--- src/rtl/mult_share_arbiter_if.sv ---
// Handshake bundle for mult_share_arbiter: four requesters in,
// one shared sign-magnitude product out, plus a result counter.
interface mult_share_arbiter_if;
  logic [3:0]  req_valid;
  logic [31:0] req_a;
  logic [31:0] req_b;
  logic [3:0]  req_ready;
  logic        res_valid;
  logic [15:0] res_data;
  logic [1:0]  res_id;
  logic        res_ready;
  logic [15:0] op_count;

  modport master (
    output req_valid,
    output req_a,
    output req_b,
    output res_ready,
    input  req_ready,
    input  res_valid,
    input  res_data,
    input  res_id,
    input  op_count
  );

  modport slave (
    input  req_valid,
    input  req_a,
    input  req_b,
    input  res_ready,
    output req_ready,
    output res_valid,
    output res_data,
    output res_id,
    output op_count
  );
endinterface

--- src/rtl/mult_share_arbiter.sv ---
// Round-robin arbiter sharing one 8x8 sign-magnitude multiplier.
// Define MULT_SHARE_PIPE_EN to add a PIPE stage after the multiply.
module eight_bit_multiplier (
  input  logic [7:0]  a,
  input  logic [7:0]  b,
  output logic [15:0] p
);
  logic [13:0] mag;

  assign mag = {7'b0, a[6:0]} * {7'b0, b[6:0]};
  assign p   = {a[7] ^ b[7], 1'b0, mag};
endmodule

module mult_share_arbiter (
  input  logic           clk,
  input  logic           rst,
  mult_share_arbiter_if.slave bus
);
`ifdef MULT_SHARE_PIPE_EN
  typedef enum logic [1:0] {
    IDLE = 2'd0,
    MUL  = 2'd1,
    PIPE = 2'd2,
    RESP = 2'd3
  } state_t;
`else
  typedef enum logic [1:0] {
    IDLE = 2'd0,
    MUL  = 2'd1,
    RESP = 2'd3
  } state_t;
`endif

  state_t      state;
  state_t      state_nx;
  logic [1:0]  rr_ptr;
  logic [1:0]  gnt_id;
  logic [1:0]  idx;
  logic        found;
  logic        take;
  logic [3:0]  gnt;
  logic [7:0]  op_a;
  logic [7:0]  op_b;
  logic [1:0]  op_id;
  logic [15:0] prod;
  logic [15:0] res_q;
  logic [1:0]  res_id_q;
  logic [15:0] cnt_q;
  logic        res_hs;
`ifdef MULT_SHARE_PIPE_EN
  logic [15:0] raw_q;
`endif

  // Magnitude zero means the sign is meaningless; never emit -0.
  function automatic logic [15:0] fix_zero(
    input logic [15:0] p
  );
    return {p[15] & (|p[14:0]), p[14:0]};
  endfunction

  always_comb begin
    found  = 1'b0;
    gnt_id = rr_ptr;
    idx    = rr_ptr;
    for (int i = 0; i < 4; i++) begin
      idx = rr_ptr + i[1:0];
      if (!found && bus.req_valid[idx]) begin
        found  = 1'b1;
        gnt_id = idx;
      end
    end
    gnt = found ? (4'b0001 << gnt_id) : 4'b0000;
  end

  assign take   = (state == IDLE) && found;
  assign res_hs = (state == RESP) && bus.res_ready;

  always_ff @(posedge clk) begin
    if (rst) state <= IDLE;
    else     state <= state_nx;
  end

  always_comb begin
    state_nx = state;
    unique case (state)
      IDLE: if (take) state_nx = MUL;
`ifdef MULT_SHARE_PIPE_EN
      MUL:  state_nx = PIPE;
      PIPE: state_nx = RESP;
`else
      MUL:  state_nx = RESP;
`endif
      RESP: if (bus.res_ready) state_nx = IDLE;
      default: state_nx = IDLE;
    endcase
  end

  always_comb begin
    bus.req_ready = 4'b0000;
    bus.res_valid = 1'b0;
    unique case (1'b1)
      state == IDLE: bus.req_ready = gnt;
      state == RESP: bus.res_valid = 1'b1;
      default: ;
    endcase
  end

  always_ff @(posedge clk) begin
    if (rst) begin
      rr_ptr <= 2'd0;
      op_a   <= 8'd0;
      op_b   <= 8'd0;
      op_id  <= 2'd0;
    end else if (take) begin
      rr_ptr <= gnt_id + 2'd1;
      op_a   <= bus.req_a[8*gnt_id +: 8];
      op_b   <= bus.req_b[8*gnt_id +: 8];
      op_id  <= gnt_id;
    end
  end

  eight_bit_multiplier u_mul (
    .a (op_a),
    .b (op_b),
    .p (prod)
  );

`ifdef MULT_SHARE_PIPE_EN
  always_ff @(posedge clk) begin
    if (rst) begin
      raw_q    <= 16'd0;
      res_q    <= 16'd0;
      res_id_q <= 2'd0;
    end else begin
      if (state == MUL) raw_q <= prod;
      if (state == PIPE) begin
        res_q    <= fix_zero(raw_q);
        res_id_q <= op_id;
      end
    end
  end
`else
  always_ff @(posedge clk) begin
    if (rst) begin
      res_q    <= 16'd0;
      res_id_q <= 2'd0;
    end else if (state == MUL) begin
      res_q    <= fix_zero(prod);
      res_id_q <= op_id;
    end
  end
`endif

  always_ff @(posedge clk) begin
    if (rst)         cnt_q <= 16'd0;
    else if (res_hs) cnt_q <= cnt_q + 16'd1;
  end

  assign bus.res_data = res_q;
  assign bus.res_id   = res_id_q;
  assign bus.op_count = cnt_q;
endmodule

--- src/flat_wrapper.sv ---
// flat-port wrapper written by rule: the top's interface ports become plain ports
module mult_share_arbiter_flat 
  (clk, rst, bus_req_valid, bus_req_a, bus_req_b, bus_res_ready, bus_req_ready, bus_res_valid, bus_res_data, bus_res_id, bus_op_count);
  mult_share_arbiter_if bus_i ();
  input  logic clk;
  input  logic rst;
  input wire logic [$bits(bus_i.req_valid)-1:0] bus_req_valid;
  input wire logic [$bits(bus_i.req_a)-1:0] bus_req_a;
  input wire logic [$bits(bus_i.req_b)-1:0] bus_req_b;
  input wire logic [$bits(bus_i.res_ready)-1:0] bus_res_ready;
  output wire logic [$bits(bus_i.req_ready)-1:0] bus_req_ready;
  output wire logic [$bits(bus_i.res_valid)-1:0] bus_res_valid;
  output wire logic [$bits(bus_i.res_data)-1:0] bus_res_data;
  output wire logic [$bits(bus_i.res_id)-1:0] bus_res_id;
  output wire logic [$bits(bus_i.op_count)-1:0] bus_op_count;
  assign bus_i.req_valid = bus_req_valid;
  assign bus_i.req_a = bus_req_a;
  assign bus_i.req_b = bus_req_b;
  assign bus_i.res_ready = bus_res_ready;
  assign bus_req_ready = bus_i.req_ready;
  assign bus_res_valid = bus_i.res_valid;
  assign bus_res_data = bus_i.res_data;
  assign bus_res_id = bus_i.res_id;
  assign bus_op_count = bus_i.op_count;
  mult_share_arbiter u_core (.clk(clk), .rst(rst), .bus(bus_i));
endmodule
--- config.mk ---
export PLATFORM = sky130hd
export DESIGN_NAME = mult_share_arbiter_flat
export DESIGN_NICKNAME = d
export VERILOG_FILES = /design/src/rtl/mult_share_arbiter_if.sv /design/src/rtl/mult_share_arbiter.sv /design/src/flat_wrapper.sv
export SDC_FILE = /design/constraint.sdc
export NUM_CORES = 1
export LEC_CHECK = 0
export CAP_MARGIN = 20
export CORE_ASPECT_RATIO = 1.4
export CORE_MARGIN = 5
export CORE_UTILIZATION = 45
export CTS_BUF_LIST = sky130_fd_sc_hd__clkbuf_2
export DETAILED_ROUTE_END_ITERATION = 10
export GPL_TIMING_DRIVEN = 0
export PLACE_DENSITY_LB_ADDON = 0.25
export REMOVE_ABC_BUFFERS = 1
export SETUP_SLACK_MARGIN = 0.3
export SLEW_MARGIN = 20
export SYNTH_ARGS = -nofsm -noshare
export SYNTH_HDL_FRONTEND = slang
export SYNTH_SLANG_ARGS = --single-unit
--- constraint.sdc ---
create_clock -name clk -period 6.28 [get_ports clk]
set_clock_uncertainty 0.05 [all_clocks]
set_input_delay 0.942 -clock clk [delete_from_list [all_inputs] [get_ports clk]]
set_output_delay 0.942 -clock clk [all_outputs]
set_load 0.05 [all_outputs]
* Word-level counts from Yosys, hierarchy flattened
Cells that the tools add are included.
Storage, ports and cells: register bits 55, input bits 71, output and inout bits 39
Cells by class: $add $sub $neg 5, multiply operators 1, magnitude comparators 4, equality and inequality tests 4, shift operators 3, mux-type cells 21, bitwise logic cells 2, reduce and logical (&&, ||, !) cells 11
Operators by type and width (count):
- 32-bit by 6-bit variable part select with 8-bit output | 2
- 16-bit by 1-bit adder with 16-bit output, second input constant | 1
- 7-bit by 7-bit multiplier with 14-bit output | 1
- 14-bit OR reduction | 1
- 2-bit by 3-bit < comparator with 1-bit output, second input constant | 4
- 2-bit 2-to-1 mux | 5
- 1-bit 2-to-1 mux | 9
- 1-bit binary-select mux with 2-bit select | 4
- 4-bit 2-to-1 mux | 2
- 2-bit one-hot mux with 3 select lines | 1
- 1-bit logical AND | 5
- 2-bit by 1-bit adder with 2-bit output, second input constant | 2
- 2-bit adder, second input constant | 2
- 1-bit by 2-bit << shifter with 4-bit output, first input constant | 1
- 1-bit zero test | 3
- 2-bit by 1-bit == test with 1-bit output, second input constant | 1
- 2-bit == test, second input constant | 1
- 2-bit zero test | 1
- 2-bit by 1-bit != test with 1-bit output, second input constant | 1
- 2-bit != test, second input constant | 1
- 2-bit AND reduction | 1
- 1-bit AND | 1
- 1-bit XOR | 1

* Longest topological paths before layout
word-level depth 15, depth in mapped cells 16, mapped depth without buffers 16

* By module
A second synthesis with hierarchy kept.
Second synthesis, totals: cells, all modules 517, area total of the unflattened synthesis 4350.4 um^2
Modules (own cells, without submodules):
- mult_share_arbiter | times used 1, cells an instance 339, area each 2767.7 um^2, sequential area each 1121.1 um^2
- eight_bit_multiplier | times used 1, cells an instance 178, area each 1582.8 um^2, sequential area each 0.0 um^2

* Worst setup path before layout
No wires, ideal clock.
path kind register to register, start point reg u_core.op_b[3], end point reg u_core.res_q[15] (netlist: u_core.bus.res_data[15]), arrival time 4.353 ns, required time 6.103 ns, setup slack 1.750 ns, cell stages (with the launch flop) 17, path buffers 0, period minus slack after synthesis 4.530 ns, cells stage by stage dfxtp_1 -> and2_1 -> fa_1 -> inv_1 -> fa_1 -> inv_1 -> fa_1 -> inv_1 -> fa_1 -> inv_1 -> ha_1 -> a21oi_1 -> o21ai_1 -> xor2_1 -> or4_1 -> o41ai_1 -> nand2_1
On the way: cells in the longest elaborated chain, start to end 3
Ends and longest elaborated chain:
- start: declaration | RTL line mult_share_arbiter.sv:43 | logic [7:0] op_b;
- start signal: assignment | RTL line mult_share_arbiter.sv:117 | op_b <= bus.req_b[8*gnt_id +: 8];
- 7-bit by 7-bit multiplier with 14-bit output | RTL line mult_share_arbiter.sv:10 | assign mag = {7'b0, a[6:0]} * {7'b0, b[6:0]};
- 14-bit OR reduction | RTL line mult_share_arbiter.sv:58 | return {p[15] & (|p[14:0]), p[14:0]};
- 1-bit AND | RTL line mult_share_arbiter.sv:58
- end signal: assignment | RTL line mult_share_arbiter.sv:148 | res_q <= fix_zero(prod);
- end: declaration | RTL line mult_share_arbiter.sv:46 | logic [15:0] res_q;
No other way between the ends. A chain may end at the register's enable or synchronous reset.

* Worst setup path after layout
start point in bus_req_valid[0], end point out bus_req_ready[2]
On the way: cells in the longest elaborated chain, start to end 15, elaborated cells on any way between the ends 24
Ends and longest elaborated chain:
- start: declaration | RTL line flat_wrapper.sv:7 | input wire logic [$bits(bus_i.req_valid)-1:0] bus_req_valid;
- 1-bit binary-select mux with 2-bit select | RTL line mult_share_arbiter.sv:67 | if (!found && bus.req_valid[idx]) begin
- 1-bit 2-to-1 mux (not written as such) | RTL line mult_share_arbiter.sv:67
- 1-bit 2-to-1 mux | RTL line mult_share_arbiter.sv:67
- 1-bit zero test | RTL line mult_share_arbiter.sv:67
- 1-bit logical AND | RTL line mult_share_arbiter.sv:67
- 1-bit 2-to-1 mux | RTL line mult_share_arbiter.sv:67
- 1-bit zero test | RTL line mult_share_arbiter.sv:67
- 1-bit logical AND | RTL line mult_share_arbiter.sv:67
- 1-bit 2-to-1 mux | RTL line mult_share_arbiter.sv:67
- 1-bit zero test | RTL line mult_share_arbiter.sv:67
- 1-bit logical AND | RTL line mult_share_arbiter.sv:67
- 2-bit 2-to-1 mux | RTL line mult_share_arbiter.sv:67
- 1-bit by 2-bit << shifter with 4-bit output | RTL line mult_share_arbiter.sv:72 | gnt = found ? (4'b0001 << gnt_id) : 4'b0000;
- 4-bit 2-to-1 mux * | RTL line mult_share_arbiter.sv:72
- 4-bit 2-to-1 mux * | RTL line mult_share_arbiter.sv:101 | unique case (1'b1)
- end: declaration | RTL line flat_wrapper.sv:11 | output wire logic [$bits(bus_i.req_ready)-1:0] bus_req_ready;
Every way passes the cells marked *; elsewhere a longest branch is shown, timed or not. The select of a mux whose other input is x is not followed.

==> key figures <==
Global routing
  – First-pass GRT wire length: 19.5 mm
  – Vias in the first global route: 4,310
  – Number of antenna violations at the first check in global routing: 0
  – Overall global routing resource usage: 19.8%
  – Sum of overflow across all layers after global routing: 0
  – Pin count of the biggest net entering global routing: 40

Synth
  – Post-synthesis async set-or-reset flop share: 0%
  – Synthesized netlist cell count: 533
  – Leading register cell type out of synthesis: sky130_fd_sc_hd__dfxtp_1
  – Avg Cell Area, Syn: 8.19 um^2
  – Number of different library cells in the post-synthesis netlist: 51
  – Post-synth EDFFs: 0
  – Register bit total from synthesis: 55
  – Cell area after synthesis: 4360 um^2
  – Yosys Warn Count: 0
  – Sequential-to-total area share from yosys stat: 25.2%

Drt
  – DRC violation total after the first TritonRoute iteration: 189
  – Final routed DRC violation total: 0
  – Wirelength per Cell: 15.5 um
  – First-pass DRT Iterations: 4
  – Detailed-route via count: 4,126
  – Wire length reported by the detailed router: 11.4 mm
  – Detail-routed via count per cell: 5.61
  – Antenna Nets Post-Route: 0

Worst setup path
  – Stages on worst setup path: 8
  – R2R Path Start: u_core.op_a[0]
  – Number of buffer and inverter instances along the worst setup path: 3
  – Worst path top cell family by delay: buffers and inverters
  – Endpoint type of the worst setup path: output pin
  – Cell with the largest stage delay on the worst path: sky130_fd_sc_hd__clkdlybuf4s50_1
  – Crit Path Category: in2out
  – Peak per-stage delay on the critical path: 0.81 ns
  – Ordered list of cells on the worst path: clkdlybuf4s50_1 > nor2b_1 > o21ai_2 > nand2_4 > inv_2 > ha_1 > and2_1 > clkdlybuf4s50_1
  – Crit-path max FO: 35
  – Reg2reg setup slack: 1.32 ns
  – Worst flop-to-flop path endpoint: u_core.bus.res_data[15]
  – Critical path launch point type: input pin
  – Most used cell, CP: sky130_fd_sc_hd__clkdlybuf4s50_1
  – Worst Path Required: 5.29 ns
  – Number of cell instances on the worst register-to-register path: 15
  – Worst setup startpoint: bus_req_valid[0]
  – Worst EP arrival: 4.18 ns

Power and ir drop
  – Worst-case vdd ir drop: 0.143 mV
  – Pwr Total: 938 uW
  – Lkg Pwr: 0.00234 uW
  – Pwr dens: 170 nW/um^2

Die
  – Die width: 93.2 um
  – I/O pin total: 110
  – Standard-cell row count: 42
  – Full die area: 11,800 um^2
  – Height of the chip: 127 um
  – Initial Utilization: 46.1%
  – Area of the core region: 9460 um^2

Timing
  – Count of endpoints failing setup in the final report: 0
  – Worst-Margin Slew: 1.02 ns
  – Max Fclk: 0.193 GHz
  – Final slew viol count: 0
  – TNS Setup: 0 ns
  – Final Hold Violating Endpoints: 0
  – Tcrit/Tclk final: 82.4%
  – Relative slew slack: 31.7%
  – RSZ-0062 raised after global routing: false
  – Tmin final: 5.17 ns
  – Worst hold slack after final layout: 0.426 ns

Flow run
  – Max capacitance violation total: 0

Finish
  – Ratio of cells with drive above 1 in the final layout: 2.88%
  – Post-synthesis to final-layout area growth: 26.8%
  – Area occupied by multi-input gates: 3030 um^2
  – Count of nets after finishing: 757
  – Storage cell area: 1100 um^2
  – Leading cell type in the layout, fill and taps excluded: sky130_fd_sc_hd__clkdlybuf4s50_1
  – Filler cell count in the final layout: 882
  – Leading cell types in the layout, fill and taps excluded: sky130_fd_sc_hd__clkdlybuf4s50_1, sky130_fd_sc_hd__nand2_1, sky130_fd_sc_hd__dfxtp_1, sky130_fd_sc_hd__a21oi_1, sky130_fd_sc_hd__and2_1
  – Antenna Cells: 0

Clocking
  – Later-pin clock latency in the skew report: 0.44 ns
  – Post-CTS Hold Fix Bufs: 0
  – CTS Root Cell: sky130_fd_sc_hd__clkbuf_2
  – Post-CTS sizing: 0
  – CTS sink cnt: 55
  – Setup fix buffers added after clock tree synthesis: 0
  – Maximum root-to-sink buffer count: 2
  – Number of levels in the clock H-tree: 2
  – Number of buffers created by CTS: 5
  – Clock transition time at the flip-flop clock pins of the worst setup and hold paths: 0.28 ns
  – Clock tree from TritonCTS: done

Status
  – Result of the run: finished clean

Placed design
  – Weighted congestion reported at the end of routability-driven placement: 0.852
  – Input/output buffers: 108
  – Detailed Place HPWL: 8.78 mm

Hold path
  – Number of instances on the worst hold path: 2
  – Beginning of the worst hold path: u_core.bus.res_data[7]
  – Worst Hold Path EP: u_core.bus.res_data[7]
  – Min-Delay Path Class: reg2reg
-- report_power, final --
group / switching (uW) / total [uW] / internal [uW]
Combinational: 221 / 378 / 157
Clock: 115 / 145 / 30.6
Sequential: 36.9 / 414 / 377
Total: 373 / 938 / 565
-- cell usage after synthesis (2+ instances only) --
library cell	n	area, um^2
sky130_fd_sc_hd__or4_1	2	15.0
sky130_fd_sc_hd__a21o_1	4	30.0
sky130_fd_sc_hd__nor3b_1	3	22.5
sky130_fd_sc_hd__buf_2	7	35.0
sky130_fd_sc_hd__and3_1	7	43.8
sky130_fd_sc_hd__nor3_1	6	30.0
sky130_fd_sc_hd__inv_1	30	113
sky130_fd_sc_hd__nor2_1	29	109
sky130_fd_sc_hd__nand3_1	6	30.0
sky130_fd_sc_hd__a31oi_1	3	18.8
sky130_fd_sc_hd__a311o_1	15	150
sky130_fd_sc_hd__o21ai_0	8	40.0
sky130_fd_sc_hd__a211oi_1	24	180
sky130_fd_sc_hd__xnor2_1	9	78.8
sky130_fd_sc_hd__clkbuf_1	12	45.0
sky130_fd_sc_hd__and2_1	38	238
sky130_fd_sc_hd__o31ai_1	2	15.0
sky130_fd_sc_hd__dfxtp_1	55	1100
sky130_fd_sc_hd__a21boi_1	11	82.6
sky130_fd_sc_hd__fa_1	24	480
sky130_fd_sc_hd__a21oi_1	42	210
sky130_fd_sc_hd__a21boi_0	6	45.0
sky130_fd_sc_hd__mux2i_1	2	20.0
sky130_fd_sc_hd__xor2_1	10	87.6
sky130_fd_sc_hd__o41ai_1	2	17.5
sky130_fd_sc_hd__nand4_1	3	18.8
sky130_fd_sc_hd__ha_1	37	463
sky130_fd_sc_hd__o211ai_1	2	15.0
sky130_fd_sc_hd__or3_1	3	18.8
sky130_fd_sc_hd__nor2b_1	6	37.5
sky130_fd_sc_hd__buf_1	2	7.51
sky130_fd_sc_hd__nand2_1	102	383
sky130_fd_sc_hd__o21ai_1	2	10.0
sky130_fd_sc_hd__buf_4	2	15.0
-- worst register-to-register path, cell delays in order (launching register included) --
cell and delay [ns]:
sky130_fd_sc_hd__dfxtp_1 0.56, sky130_fd_sc_hd__nand2_1 0.13, sky130_fd_sc_hd__fa_1 0.52, sky130_fd_sc_hd__fa_1 0.56, sky130_fd_sc_hd__inv_1 0.06, sky130_fd_sc_hd__fa_1 0.53, sky130_fd_sc_hd__inv_1 0.06, sky130_fd_sc_hd__fa_1 0.53
sky130_fd_sc_hd__inv_1 0.04, sky130_fd_sc_hd__ha_1 0.32, sky130_fd_sc_hd__o21ai_0 0.15, sky130_fd_sc_hd__nor2_1 0.32, sky130_fd_sc_hd__nor2_1 0.08, sky130_fd_sc_hd__or4_1 0.53, sky130_fd_sc_hd__o41ai_1 0.36, sky130_fd_sc_hd__nand2_1 0.09
-- flip-flops by register name, summed over array words and instances, names as in the netlist --
name                 cells
u_core.bus.op_count     16
u_core.bus.res_data     15
u_core.op_a              8
u_core.op_b              8
u_core.bus.res_id        2
u_core.op_id             2
u_core.rr_ptr            2
u_core.state             2
-- through the flow --
| step | worst slack (ns) | instances | instance area [um^2] | util, % |
|---|---|---|---|---|
| floorplan | 1.75 | 509 | 4250 | - |
| global placement | 1.18 | 727 | 5470 | 57.8 |
| detailed placement | 1.12 | 728 | 5490 | 58.0 |
| CTS | 1.12 | 736 | 5530 | 58.5 |
| global route | 0.850 | 736 | 5530 | 58.5 |
| finish | 1.11 | 736 | 5530 | 58.5 |
-- worst max-delay path by stage --
stage,end
4_1_cts,bus_req_ready[2]
3_3_place_gp,bus_req_ready[3]
3_5_place_dp,bus_req_ready[2]
2_1_floorplan,u_core.bus.res_data[15]
6_report,bus_req_ready[2]
5_1_grt,u_core.bus.res_data[15]
-- final cells by class --
| cell class | count | area share (%) |
|---|---|---|
| clock inverters | 2 | 0.294 |
| flip-flops and latches | 55 | 19.9 |
| repair buffers | 109 | 19.8 |
| multi-input cells | 423 | 54.9 |
| inverters | 31 | 2.10 |
| well taps | 110 | 2.49 |
| clock buffers | 6 | 0.543 |
-- cell families (layout without fill, tap and decap cells) --
kind of cell | after synthesis | count (layout) | share of synthesized area (%)
flops | 55 | 55 | 25.2
simple gates | 207 | 207 | 22.1
buf+inv | 55 | 148 | 5.28
mux | 2 | 2 | 0.459
other cells | 1 | 1 | 0.0860
compound gates | 133 | 133 | 21.4
fa+ha+maj | 61 | 61 | 21.6
xor+xnor | 19 | 19 | 3.81
-- routing by layer --
layer	track usage, %	wire (um)	vias to the layer above
li1	-	-	2022
met1	22.6	4560	1979
met2	36.5	6060	91
met3	3.14	389	34
met4	7.59	417	0
met5	0	0	-
Power figures use the tool's default switching activity.
